### src/rtl/ball_engine_2d.sv
// ball_engine_2d: moves a square ball across a playfield at a rate set by a
// tick divider. The ball reflects off the left, top and bottom walls and off
// paddle hits. Reaching the right edge without a hit is a miss, which holds
// the ball in MISS for a fixed time and then returns to IDLE for a new serve.
module ball_engine_2d #(
  parameter int H_RES          = 640,
  parameter int V_RES          = 480,
  parameter int BALL_SIZE      = 20,
  parameter int POS_W          = 10,
  parameter int CNT_W          = 20,
  parameter int SLOW_DIV       = 270000,
  parameter int FAST_DIV       = 125000,
  parameter int SPEED_THRESH   = 20,
  parameter int LEVEL_STEP     = 10000,
  parameter int MIN_DIV        = 40000,
  parameter int HITS_PER_LEVEL = 4,
  parameter int MAX_LEVEL      = 7,
  parameter int MISS_HOLD      = 25000000,
  parameter int START_X        = 100,
  parameter int START_Y        = 80
) (
  input  logic             clk_25MHZ,
  input  logic             reset_n,
  input  logic             upscale,
  input  logic             collision_detected,
  input  logic [9:0]       estimated_speed,
  input  logic             serve,
  input  logic             pause,
  output logic [POS_W-1:0] ball_x_out,
  output logic [POS_W-1:0] ball_y_out,
  output logic             dir_x,
  output logic             dir_y,
  output logic             miss_pulse,
  output logic [7:0]       hit_count,
  output logic [2:0]       level,
  output logic [1:0]       state_out
);

  // Divisor arithmetic is carried 4 bits wider than the counter so the
  // level subtraction and floor compare never wrap.
  localparam int DIV_W = CNT_W + 4;
  // Field bounds need headroom above the position width.
  localparam int FW_W  = POS_W + 2;
  localparam int MC_W  = (MISS_HOLD > 1) ? $clog2(MISS_HOLD + 1) : 1;
  localparam int HL_W  = (HITS_PER_LEVEL > 1) ? $clog2(HITS_PER_LEVEL + 1) : 1;

  typedef enum logic [1:0] {
    S_IDLE = 2'd0,
    S_RUN  = 2'd1,
    S_MISS = 2'd2
  } state_t;

  state_t           r_state, w_state_nxt;
  logic [POS_W-1:0] r_x, r_y, w_x_nxt, w_y_nxt;
  logic             r_dir_x, r_dir_y, w_dir_x_nxt, w_dir_y_nxt;
  logic [CNT_W-1:0] r_cnt, w_cnt_nxt;
  logic [MC_W-1:0]  r_miss_cnt, w_miss_cnt_nxt;
  logic [HL_W-1:0]  r_hsub, w_hsub_nxt;
  logic [7:0]       r_hit, w_hit_nxt;
  logic [2:0]       r_level, w_level_nxt;
  logic             r_miss_pulse, w_miss_pulse_nxt;
  logic             r_coll_q;

  logic [FW_W-1:0]  w_fw, w_fh, w_x_lim, w_y_lim;
  logic             w_x_edge, w_y_edge;
  logic [DIV_W-1:0] w_base, w_dec, w_div;
  logic             w_tick, w_coll_rise;

  // Field bounds and the edge thresholds for the ball's top-left corner.
  always_comb begin
    w_fw     = upscale ? FW_W'(H_RES) : FW_W'(H_RES / 2);
    w_fh     = upscale ? FW_W'(V_RES) : FW_W'(V_RES / 2);
    w_x_lim  = w_fw - FW_W'(BALL_SIZE);
    w_y_lim  = w_fh - FW_W'(BALL_SIZE);
    w_x_edge = FW_W'(r_x) >= w_x_lim;
    w_y_edge = FW_W'(r_y) >= w_y_lim;
  end

  // Move-rate divisor: speed selects the base, each level shaves a step off,
  // and the result is floored so high levels cannot stall or race the ball.
  always_comb begin
    w_base = (estimated_speed > 10'(SPEED_THRESH)) ? DIV_W'(FAST_DIV) : DIV_W'(SLOW_DIV);
    w_dec  = DIV_W'(r_level) * DIV_W'(LEVEL_STEP);
    w_div  = (w_base >= w_dec + DIV_W'(MIN_DIV)) ? (w_base - w_dec) : DIV_W'(MIN_DIV);
    w_tick = DIV_W'(r_cnt) >= w_div;
  end

  // A held collision level counts once; only its rising edge is a hit.
  assign w_coll_rise = collision_detected & ~r_coll_q;

  // State register.
  always_ff @(posedge clk_25MHZ or negedge reset_n) begin
    if (!reset_n) r_state <= S_IDLE;
    else          r_state <= w_state_nxt;
  end

  // Next-state and datapath update; first matching RUN rule wins.
  always_comb begin
    w_state_nxt      = r_state;
    w_x_nxt          = r_x;
    w_y_nxt          = r_y;
    w_dir_x_nxt      = r_dir_x;
    w_dir_y_nxt      = r_dir_y;
    w_cnt_nxt        = r_cnt;
    w_miss_cnt_nxt   = r_miss_cnt;
    w_hsub_nxt       = r_hsub;
    w_hit_nxt        = r_hit;
    w_level_nxt      = r_level;
    w_miss_pulse_nxt = 1'b0;
    case (r_state)
      S_IDLE: begin
        w_x_nxt   = POS_W'(START_X);
        w_y_nxt   = POS_W'(START_Y);
        w_cnt_nxt = '0;
        if (serve) begin
          w_state_nxt = S_RUN;
          w_dir_x_nxt = 1'b0;
          w_dir_y_nxt = 1'b1;
          w_hit_nxt   = '0;
          w_level_nxt = '0;
          w_hsub_nxt  = '0;
        end
      end
      S_RUN: begin
        if (pause) begin
          // freeze everything; the collision edge register still tracks
        end else if (w_coll_rise && r_dir_x) begin
          w_dir_x_nxt = 1'b0;
          w_cnt_nxt   = '0;
          if (r_hit != 8'hFF) w_hit_nxt = r_hit + 8'd1;
          if (r_hsub == HL_W'(HITS_PER_LEVEL - 1)) begin
            w_hsub_nxt = '0;
            if (r_level != 3'(MAX_LEVEL)) w_level_nxt = r_level + 3'd1;
          end else begin
            w_hsub_nxt = r_hsub + HL_W'(1);
          end
        end else if (r_dir_x && w_x_edge) begin
          w_state_nxt      = S_MISS;
          w_miss_pulse_nxt = 1'b1;
          w_miss_cnt_nxt   = '0;
        end else if (w_tick) begin
          w_cnt_nxt = '0;
          if (!r_dir_x && (r_x == '0)) begin
            w_dir_x_nxt = 1'b1;
            w_x_nxt     = POS_W'(1);
          end else begin
            w_x_nxt = r_dir_x ? (r_x + POS_W'(1)) : (r_x - POS_W'(1));
          end
          if (r_dir_y && w_y_edge) begin
            w_dir_y_nxt = 1'b0;
            w_y_nxt     = r_y - POS_W'(1);
          end else if (!r_dir_y && (r_y == '0)) begin
            w_dir_y_nxt = 1'b1;
            w_y_nxt     = POS_W'(1);
          end else begin
            w_y_nxt = r_dir_y ? (r_y + POS_W'(1)) : (r_y - POS_W'(1));
          end
        end else begin
          w_cnt_nxt = r_cnt + CNT_W'(1);
        end
      end
      S_MISS: begin
        if (r_miss_cnt == MC_W'(MISS_HOLD - 1)) begin
          w_state_nxt = S_IDLE;
          w_x_nxt     = POS_W'(START_X);
          w_y_nxt     = POS_W'(START_Y);
          w_cnt_nxt   = '0;
        end else begin
          w_miss_cnt_nxt = r_miss_cnt + MC_W'(1);
        end
      end
      default: w_state_nxt = S_IDLE;
    endcase
  end

  // Datapath registers.
  always_ff @(posedge clk_25MHZ or negedge reset_n) begin
    if (!reset_n) begin
      r_x          <= POS_W'(START_X);
      r_y          <= POS_W'(START_Y);
      r_dir_x      <= 1'b0;
      r_dir_y      <= 1'b1;
      r_cnt        <= '0;
      r_miss_cnt   <= '0;
      r_hsub       <= '0;
      r_hit        <= '0;
      r_level      <= '0;
      r_miss_pulse <= 1'b0;
    end else begin
      r_x          <= w_x_nxt;
      r_y          <= w_y_nxt;
      r_dir_x      <= w_dir_x_nxt;
      r_dir_y      <= w_dir_y_nxt;
      r_cnt        <= w_cnt_nxt;
      r_miss_cnt   <= w_miss_cnt_nxt;
      r_hsub       <= w_hsub_nxt;
      r_hit        <= w_hit_nxt;
      r_level      <= w_level_nxt;
      r_miss_pulse <= w_miss_pulse_nxt;
    end
  end

  // Collision edge register, updated every cycle in every state.
  always_ff @(posedge clk_25MHZ or negedge reset_n) begin
    if (!reset_n) r_coll_q <= 1'b0;
    else          r_coll_q <= collision_detected;
  end

  assign ball_x_out = r_x;
  assign ball_y_out = r_y;
  assign dir_x      = r_dir_x;
  assign dir_y      = r_dir_y;
  assign miss_pulse = r_miss_pulse;
  assign hit_count  = r_hit;
  assign level      = r_level;
  assign state_out  = r_state;

endmodule

### config.mk
export PLATFORM = sky130hd
export DESIGN_NAME = ball_engine_2d
export DESIGN_NICKNAME = d
export VERILOG_FILES = /design/src/rtl/ball_engine_2d.sv
export SDC_FILE = /design/constraint.sdc
export NUM_CORES = 1
export LEC_CHECK = 0
export CAP_MARGIN = 20
export CORE_ASPECT_RATIO = 0.7
export CORE_MARGIN = 2
export CORE_UTILIZATION = 50
export DETAILED_ROUTE_END_ITERATION = 7
export HOLD_SLACK_MARGIN = 0.05
export PLACE_DENSITY = 0.77
export REMOVE_ABC_BUFFERS = 1
export SLEW_MARGIN = 25
export SYNTH_ARGS = -nofsm -noshare
export SYNTH_HDL_FRONTEND = slang
export SYNTH_SLANG_ARGS = --single-unit
### constraint.sdc
create_clock -name clk_25MHZ -period 13.7 [get_ports clk_25MHZ]
set_input_delay 1.37 -clock clk_25MHZ [delete_from_list [all_inputs] [get_ports clk_25MHZ]]
set_output_delay 1.37 -clock clk_25MHZ [all_outputs]
set_load 0.02 [all_outputs]
======== After elaboration in Yosys (flattened, before gate mapping) ========
Index checks and enable logic that the tools add are counted.
word-level totals
  bits of input ports ..................... 16
  bits in registers ....................... 85
  ROM bits ................................ 0
  memories ................................ 0
  bits in latches ......................... 0
  output and inout port bits .............. 36
  memory bits (writable) .................. 0
  logic and storage cells ................. 149
operators by class
  divide/modulo/power cells ............... 0
  multiply operators ...................... 1
  shift operators ......................... 0
  reduce and logical (&&, ||, !) cells .... 22
  equality and inequality tests ........... 22
  $add $sub $neg .......................... 13
  multiplexer cells ....................... 72
  bitwise logic cells ..................... 2
  $lt $le $gt $ge ......................... 5
operators by type and width
  cell                      number
  $mux W10                  16
  $mux W20                  5
  $mux W25                  4
  $pmux W10 S3              2
  $pmux W20 S3              1
  $pmux W25 S2              1
  $mux W8                   4
  $add A25 B1 Y25 const B   1
  $eq A25 B25 Y1 const B    1
  $ge A10 B12 Y1            2
  $ge A20 B24 Y1            1
  $mux W24                  1
  $mux W3                   8
  $ne A2 B2 Y1 const B      12
  $add A10 B1 Y10 const B   2
  $add A20 B1 Y20 const B   1
  $logic_not A10 Y1         2
  $sub A10 B1 Y10 const B   2
  $sub A19 B17 Y20          1
  $ge A19 B18 Y1            1
  $mux W19                  1
  $add A17 B16 Y18 const B  1
  $reduce_and A6 Y1         3
  $mux W1                   17
  other kinds (27)          47

======== Longest topological paths before layout ========
Gate-level depths: netlist of the first run.
  depth after elaboration ................. 10
  mapped depth ............................ 29
  depth with buffers taken out ............ 27

======== Worst setup path before layout of the first run ========
OpenSTA, ideal clock, no wires.
  kind .................................... input port to flip-flop
  start point ............................. input port estimated_speed[1]
  end point ............................... register r_x[4] (netlist: ball_x_out[4])
  setup slack ............................. 7.014 ns
  buffers on the path ..................... 3
  stages .................................. 22
  required time ........................... 13.573 ns
  data arrival time ....................... 6.558 ns
  setup time .............................. 0.127 ns
  cells stage by stage .................... o21a_1 o21ai_0 and3_1 clkbuf_1 inv_1 ha_1 nand2_1 or4b_1 nor4_2 o32ai_2 nand2_1 clkbuf_1 nand2b_1 ha_1 and4b_1 o311a_1 o21ai_0 a211oi_1 o21ai_1 o21ai_2 buf_6 mux2_1
between the ends
  word-level cells in the longest chain between the ends .. 7
  elaborated cells on any way between the ends .. 8
  classes of those cells .................. add/sub (1); order compare (3); eq/ne (1); mux (2); reduce/logical (1)
RTL lines
  item                                                line  RTL
  start, declared                                     26    input logic [9:0] estimated_speed,
  $gt A10 B5 Y1 *                                     82    w_base = (estimated_speed > 10'(SPEED_THRESH)) ? DIV_W'(FAST_DIV) : DIV_W'(SLOW_DIV);
  $mux W19 *                                          82
  $sub A19 B17 Y20 or $ge A19 B18 Y1 (tied branches)  84    w_div = (w_base >= w_dec + DIV_W'(MIN_DIV)) ? (w_base - w_dec) : DIV_W'(MIN_DIV);
  $mux W24 *                                          84
  $ge A20 B24 Y1 *                                    85    w_tick = DIV_W'(r_cnt) >= w_div;
  $ne A2 B2 Y1 (no line) *                            -
  $reduce_and A6 Y1 (no line) *                       -
  end signal, assigned                                179   r_x <= POS_W'(START_X);
  end signal, assigned                                190   r_x <= w_x_nxt;
  end, declared                                       54    logic [POS_W-1:0] r_x, r_y, w_x_nxt, w_y_nxt;
Mark *: on every way between the ends. The rest lies on a longest branch, timed or not.
A chain may end at the register's enable or synchronous reset.

======== Worst setup path after layout of the first run ========
  start point ............................. input port estimated_speed[1]
  end point ............................... register r_x[1] (netlist: ball_x_out[1])
The elaborated chain is that of the path after synthesis.

==> flow_summary.json, run 1 <==
{
  "outcome": "completed",
  "relSlewSlack_pct": 42.1,
  "grt_max_degree": 76,
  "ff2ff_setup_slack_ps": 6240,
  "met2_usage_pct": 36.7,
  "wire_per_inst_um": 16.2,
  "antenna_found_initial": 0,
  "final-setup-viol-count": 0,
  "fmax_mhz": 133,
  "required_ps": 13920,
  "crit_arrival_ps": 7720,
  "fin_crit_sh_pct": 54.7,
  "ys_warn_count": 0,
  "cts_setup_buffers": 0,
  "worst_slack_ps": 6210,
  "slew_viol_final": 0,
  "met3_usage_pct": 4.03,
  "numCtsBuffers": 9,
  "pwr_density_cell_nw_per_um2": 193,
  "dieArea_sq_um": 14900,
  "hp-start": "r_hsub[2]",
  "synthCells": 821,
  "fin_nets": 947,
  "crit_path_end_kind": "register",
  "fillers": 1247,
  "seq_area_frac_synth_pct": 30.7,
  "fin_skew_ps": 11.2,
  "r2r-start": "level[0]",
  "irDropWorstVdd_uv": 78.4,
  "area_delta_synth_final_pct": 14.0,
  "synth_cell_type_count": 71,
  "die_width_um": 145,
  "grt_most_used_layer": "met2",
  "place_congestion": 0.870,
  "tns_ps": 0,
  "firstDrtPassIters": 5,
  "drc_errors": 0,
  "synth_edf_count": 0,
  "pwr-share-clk_pct": 15.4,
  "start_util_pct": 50.5,
  "synth_top_area_cell": "dfrtp_1",
  "root_buffer": "clkbuf_16",
  "rows": 36,
  "critPathLaunch": "estimated_speed[1]",
  "wl_um": 17100,
  "clock_latency_ps": 340,
  "ys_ff_latch": 85,
  "r2r_cells": 22,
  "antenna_cells": 0,
  "synth_top_area_share_pct": 28.4,
  "synthFlopType": "dfrtp_1",
  "cts_tree": "built",
  "seqPwrFrac_pct": 26.6,
  "h-tree-depth": 3,
  "clkSinkCount": 85,
  "io_buffers": 51,
  "p_switching_uw": 703,
  "crit_fanout": 18,
  "grt_util_met1_pct": 36.4,
  "worstMarginPinSlew_ps": 869,
  "postRouteAntennaNets": 0,
  "grt_pass1_vias": 5775,
  "final_area_sq_um": 7940,
  "async_flop_share_pct": 100,
  "viasPerCell": 5.85,
  "post-dp-hpwl_um": 12400,
  "final_cell_mix": "nor2_1 (80), dfrtp_1 (79), a21oi_1 (67), ha_1 (67), nand2_1 (63)",
  "core_sq_um": 13800,
  "num_io_pins": 52,
  "cap_violations": 0,
  "die_h_um": 103,
  "hold_viol": 0,
  "vias": 6169,
  "hold_path_depth": 1,
  "worstHoldPathType": "reg2reg",
  "synthesis.area_sq_um": 6960,
  "path_class": "in2reg",
  "p_int_uw": 828,
  "syn_avg_cell_area_sq_um": 8.48,
  "grt.overflow.total": 0,
  "p_comb_share_pct": 58.0,
  "synthTopCellsByArea": "dfrtp_1 (28%), ha_1 (12%), xnor2_1 (6.4%), a21oi_1 (4.8%), nor2_1 (4.3%)",
  "drt_iter0_drc": 442,
  "utilization_pct": 57.6,
  "final_common_cell": "nor2_1",
  "p_sw_share_pct": 45.9,
  "drive_above_1_share_pct": 5.79,
  "grt_usage_pct": 24.0,
  "grt_pass1_wl_um": 29500,
  "power_leakage_nw": 3.28,
  "dpl-instance-area_sq_um": 7650,
  "holdPathEnd": "r_hsub[2]",
  "cts_buffer_depth": 2,
  "rsz0062_at_grt": "no",
  "post_cts_resized": 0,
  "clkTransAtPathRegs_ps": 70,
  "ctsHoldBuffers": 0,
  "min_period_ps": 7490,
  "pre_cts_ws_ps": 5850,
  "cp-start-kind": "input port",
  "r2r_end": "ball_x_out[1]"
}
synthesized netlist by cell type, types with 3 or more instances:
library cell and number:
o21ai_0 42, a211oi_1 7, nor3_1 24, dfrtp_1 79
dfstp_2 6, fa_1 5, xnor2_1 51, o211a_1 3
nor3b_1 3, nor2b_1 7, or2_2 4, inv_1 43
mux2i_1 5, and4_1 3, clkbuf_1 27, or4b_1 4
xor2_1 22, mux2_2 4, o21a_1 5, a221oi_1 3
o211ai_1 7, nor2_1 80, a21oi_1 67, mux2_1 7
nand2_1 63, and3_1 12, a31oi_1 4, and2_1 10
o31ai_1 6, nor4_1 18, nand3_1 37, nand4_1 20
a21o_1 6, a311o_1 3, o21bai_1 4, or4_1 4
nor4b_1 5, ha_1 67, nand2b_1 13
power groups by stage:
stage / Combinational (mW) / Clock (mW) / Sequential [mW]
final: 0.887 / 0.236 / 0.407
after global routing: 1.00 / 0.250 / 0.419
after CTS: 0.882 / 0.240 / 0.405
after detailed placement: 0.876 / 0 / 0.408
after global placement: 0.860 / 0 / 0.407
after floorplan: 0.600 / 0 / 0.425
logic make-up after synthesis:
kind of cell,synth area share (%)
xor+xnor,9.18
buf+inv,4.29
flops,30.7
simple gates,23.4
compound gates,16.4
mux,2.50
fa+ha+maj,13.6
worst max path at each step:
| stage | to | cells past startpoint |
|---|---|---|
| 2_1_floorplan | ball_x_out[1] | 23 |
| 3_3_place_gp | ball_x_out[3] | 18 |
| 3_5_place_dp | ball_x_out[1] | 18 |
| 4_1_cts | ball_x_out[1] | 18 |
| 5_1_grt | r_cnt[18] | 18 |
| 6_report | ball_x_out[1] | 18 |
worst max-delay path, cell delays in order:
cell and delay (ps):
clkdlybuf4s50_1 400, o21a_1 180, o21ai_0 120, and3_1 640, inv_1 510, ha_1 450
nand2_1 80, or4b_1 520, nor4_2 320, o32ai_2 190, nor4_4 780, inv_1 110
ha_1 320, nand4_1 110, a211oi_1 330, o21ai_1 260, o21ai_2 610, mux2_2 400
routing by layer:
layer	vias to the layer above	routed length, um
li1	3027	-
met1	2948	8690
met2	183	7280
met3	11	1050
met4	0	89
met5	-	0
cell type report:
cell class | instances | area, sq um | area share, %
multi-input cells | 660 | 4540 | 57.2
flip-flops and latches | 85 | 2130 | 26.9
repair buffers | 60 | 579 | 7.30
clock buffers | 11 | 243 | 3.06
well taps | 190 | 238 | 3.00
inverters | 43 | 161 | 2.03
clock inverters | 5 | 41.3 | 0.520
registers in the layout, summed over array words and instances, names as in the netlist, 2 cells and up:
name	flops
state_out	2
r_hsub	3
r_cnt	20
ball_y_out	10
ball_x_out	10
hit_count	8
level	3
r_miss_cnt	25
metrics by stage:
| step | hold slack [ps] | total power [mW] | instances |
|---|---|---|---|
| global placement | 465 | 1.27 | 1038 |
| global route | 539 | 1.67 | 1054 |
| floorplan | 444 | 1.02 | 788 |
| CTS | 496 | 1.53 | 1054 |
| detailed placement | 479 | 1.28 | 1038 |
| finish | 500 | 1.53 | 1054 |
Power figures use the tool's default switching activity.
==> inputs of run 2 (changes only) <==
Clock period 13.7 ns to 7.3 ns, I/O delays scaled along.
==> run 2 against run 1 <==
Compared with the run above: routed wire length about the same; combinational power up 93%; cell area up 0.93%; critical path depth up 8; critical endpoint is now ball_y_out[2]; highest routed layer unchanged.
==> flow_summary.json, run 2 (same netlist as run 1, synthesis figures left out) <==
{
  "outcome": "completed",
  "h-tree-depth": 3,
  "grt.overflow.total": 0,
  "final-setup-viol-count": 0,
  "num_io_pins": 52,
  "fin_crit_sh_pct": 93.6,
  "tns_ps": 0,
  "power_leakage_nw": 3.32,
  "irDropWorstVdd_uv": 177,
  "crit_path_end_kind": "register",
  "dieArea_sq_um": 14900,
  "fillers": 1219,
  "clkTransAtPathRegs_ps": 60,
  "vias": 6291,
  "largest_reg_flops": 25,
  "cp_top_family": "simple AND/OR/NAND/NOR gates",
  "clkSinkCount": 85,
  "grt_pass1_wl_um": 28900,
  "cpPeakStageDelay_ps": 570,
  "path_buf_inv": 3,
  "hold_viol": 0,
  "cp_num_cells": 26,
  "cp-start-kind": "register",
  "start_util_pct": 50.5,
  "final_common_cell": "nor2_1",
  "r2r_cells": 26,
  "rsz0062_at_grt": "no",
  "clock_latency_ps": 340,
  "p_total_mw": 2.90,
  "slew_viol_final": 0,
  "wl_um": 17100,
  "viasPerCell": 5.93,
  "place_congestion": 0.892,
  "antenna_found_initial": 0,
  "die_width_um": 145,
  "worstHoldPathType": "in2async",
  "postRouteAntennaNets": 0,
  "wire_per_inst_um": 16.1,
  "io_buffers": 51,
  "required_ps": 7520,
  "area_delta_synth_final_pct": 15.0,
  "cp_slowest_cell": "o21ai_1",
  "antenna_cells": 0,
  "top_regs": "r_miss_cnt: 25 flops, r_cnt: 20 flops",
  "drt_iter0_drc": 492,
  "numCtsBuffers": 9,
  "drive_above_1_share_pct": 6.66,
  "grt_pass1_vias": 5604,
  "crit_arrival_ps": 7050,
  "final_cell_mix": "nor2_1 (80), dfrtp_1 (79), a21oi_1 (67), ha_1 (67), nand2_1 (62)",
  "fin_nets": 954,
  "cts_buffer_depth": 2,
  "min_period_ps": 6830,
  "grt_max_degree": 61,
  "firstDrtPassIters": 5,
  "core_sq_um": 13800,
  "ctsHoldBuffers": 0,
  "grt_usage_pct": 23.5,
  "post-dp-hpwl_um": 12500,
  "path_class": "reg2reg",
  "worstMarginPinSlew_ps": 886,
  "root_buffer": "clkbuf_16",
  "crit_fanout": 13,
  "cts_tree": "built",
  "fmax_mhz": 146,
  "fin_skew_ps": 7.45,
  "die_h_um": 103,
  "relSlewSlack_pct": 41.0,
  "cap_violations": 0,
  "pwr_density_cell_nw_per_um2": 362,
  "top_register": "r_miss_cnt",
  "drc_errors": 0,
  "rows": 36
}
-- run 2: cell types whose count changed in the layout (fill, tap and decap cells not counted), sizes merged --
cell      delta
buf          +7
clkbuf       +1
inv          -2
clkinvlp     -2
clkinv       +3
-- run 2: through the flow --
| step | hold WS, ps | cells | util, % | cell area, sq um | worst slack [ps] |
|---|---|---|---|---|---|
| final | 286 | 1061 | 58.1 | 8010 | 468 |
| after global routing | 318 | 1061 | 58.1 | 8010 | 11.9 |
| after CTS | 303 | 1060 | 57.8 | 7970 | 218 |
| after detailed placement | 467 | 1044 | 55.8 | 7690 | 261 |
| after global placement | 462 | 1044 | 55.8 | 7690 | 592 |
| after floorplan | 434 | 788 | - | 6830 | 704 |
-- run 2: final cells by class --
cell class	instances	area [sq um]	share of cell area (%)
clock inverter	4	31.3	0.391
multi-input combinational	660	4560	56.9
clock buffer	12	246	3.08
tap	190	238	2.97
inverter	43	161	2.01
timing repair buffer	67	641	8.00
sequential	85	2130	26.6
-- run 2: power breakdown --
part,internal (mW),switching [mW]
clock,0.242,0.196
combinational,0.747,0.961
sequential,0.585,0.165
-- run 2: path summary, 6_finish.rpt --
path | slack [ps] | end | start
worst max-delay path | 470 | ball_y_out[2] | level[1]
worst min-delay path | 290 | ball_y_out[0] | reset_n
worst max register to register | 470 | ball_y_out[2] | level[1]
worst min register to register | 490 | r_hsub[2] | r_hsub[2]
max in group asynchronous | 5930 | r_miss_cnt[19] | reset_n
min in group clk_25MHZ | 490 | r_hsub[2] | r_hsub[2]
-- run 2: what timing repair did --
item | in CTS | in global routing
buffers inserted | 0 | 1
resized for setup | 0 | 3
setup endpoints to repair | 0 | 33
-- run 2: worst reg2reg max path, stage by stage (launching register included) --
cell and delay, ps:
dfrtp_1 470, inv_1 260, fa_1 460, inv_1 70
ha_1 170, inv_1 60, fa_1 390, nor2b_1 150
o21ai_0 150, xnor2_2 210, nor3b_1 290, xnor2_1 100
ha_1 300, nand2_1 50, or4b_1 550, nor4_2 330
o32ai_2 210, nand2_2 240, nand2b_1 90, ha_1 290
and4b_1 190, o311a_1 320, o21ai_0 150, a211oi_1 130
o21ai_1 570, nor4b_1 130, o32a_1 370
-- run 2: layer usage --
layer	vias to the layer above	routed length (um)	global-route usage (%)
met5	-	0	0
met1	3019	8480	36.4
met3	14	1220	4.56
li1	3043	-	-
met2	215	7270	34.5
met4	0	128	4.15
==> inputs of run 3 (changes only) <==
Settings changed: ABC_CLOCK_PERIOD_IN_PS set to 7300.
==> results of run 3 <==
Final layout, timing and power as in run 2 (identical DEF).
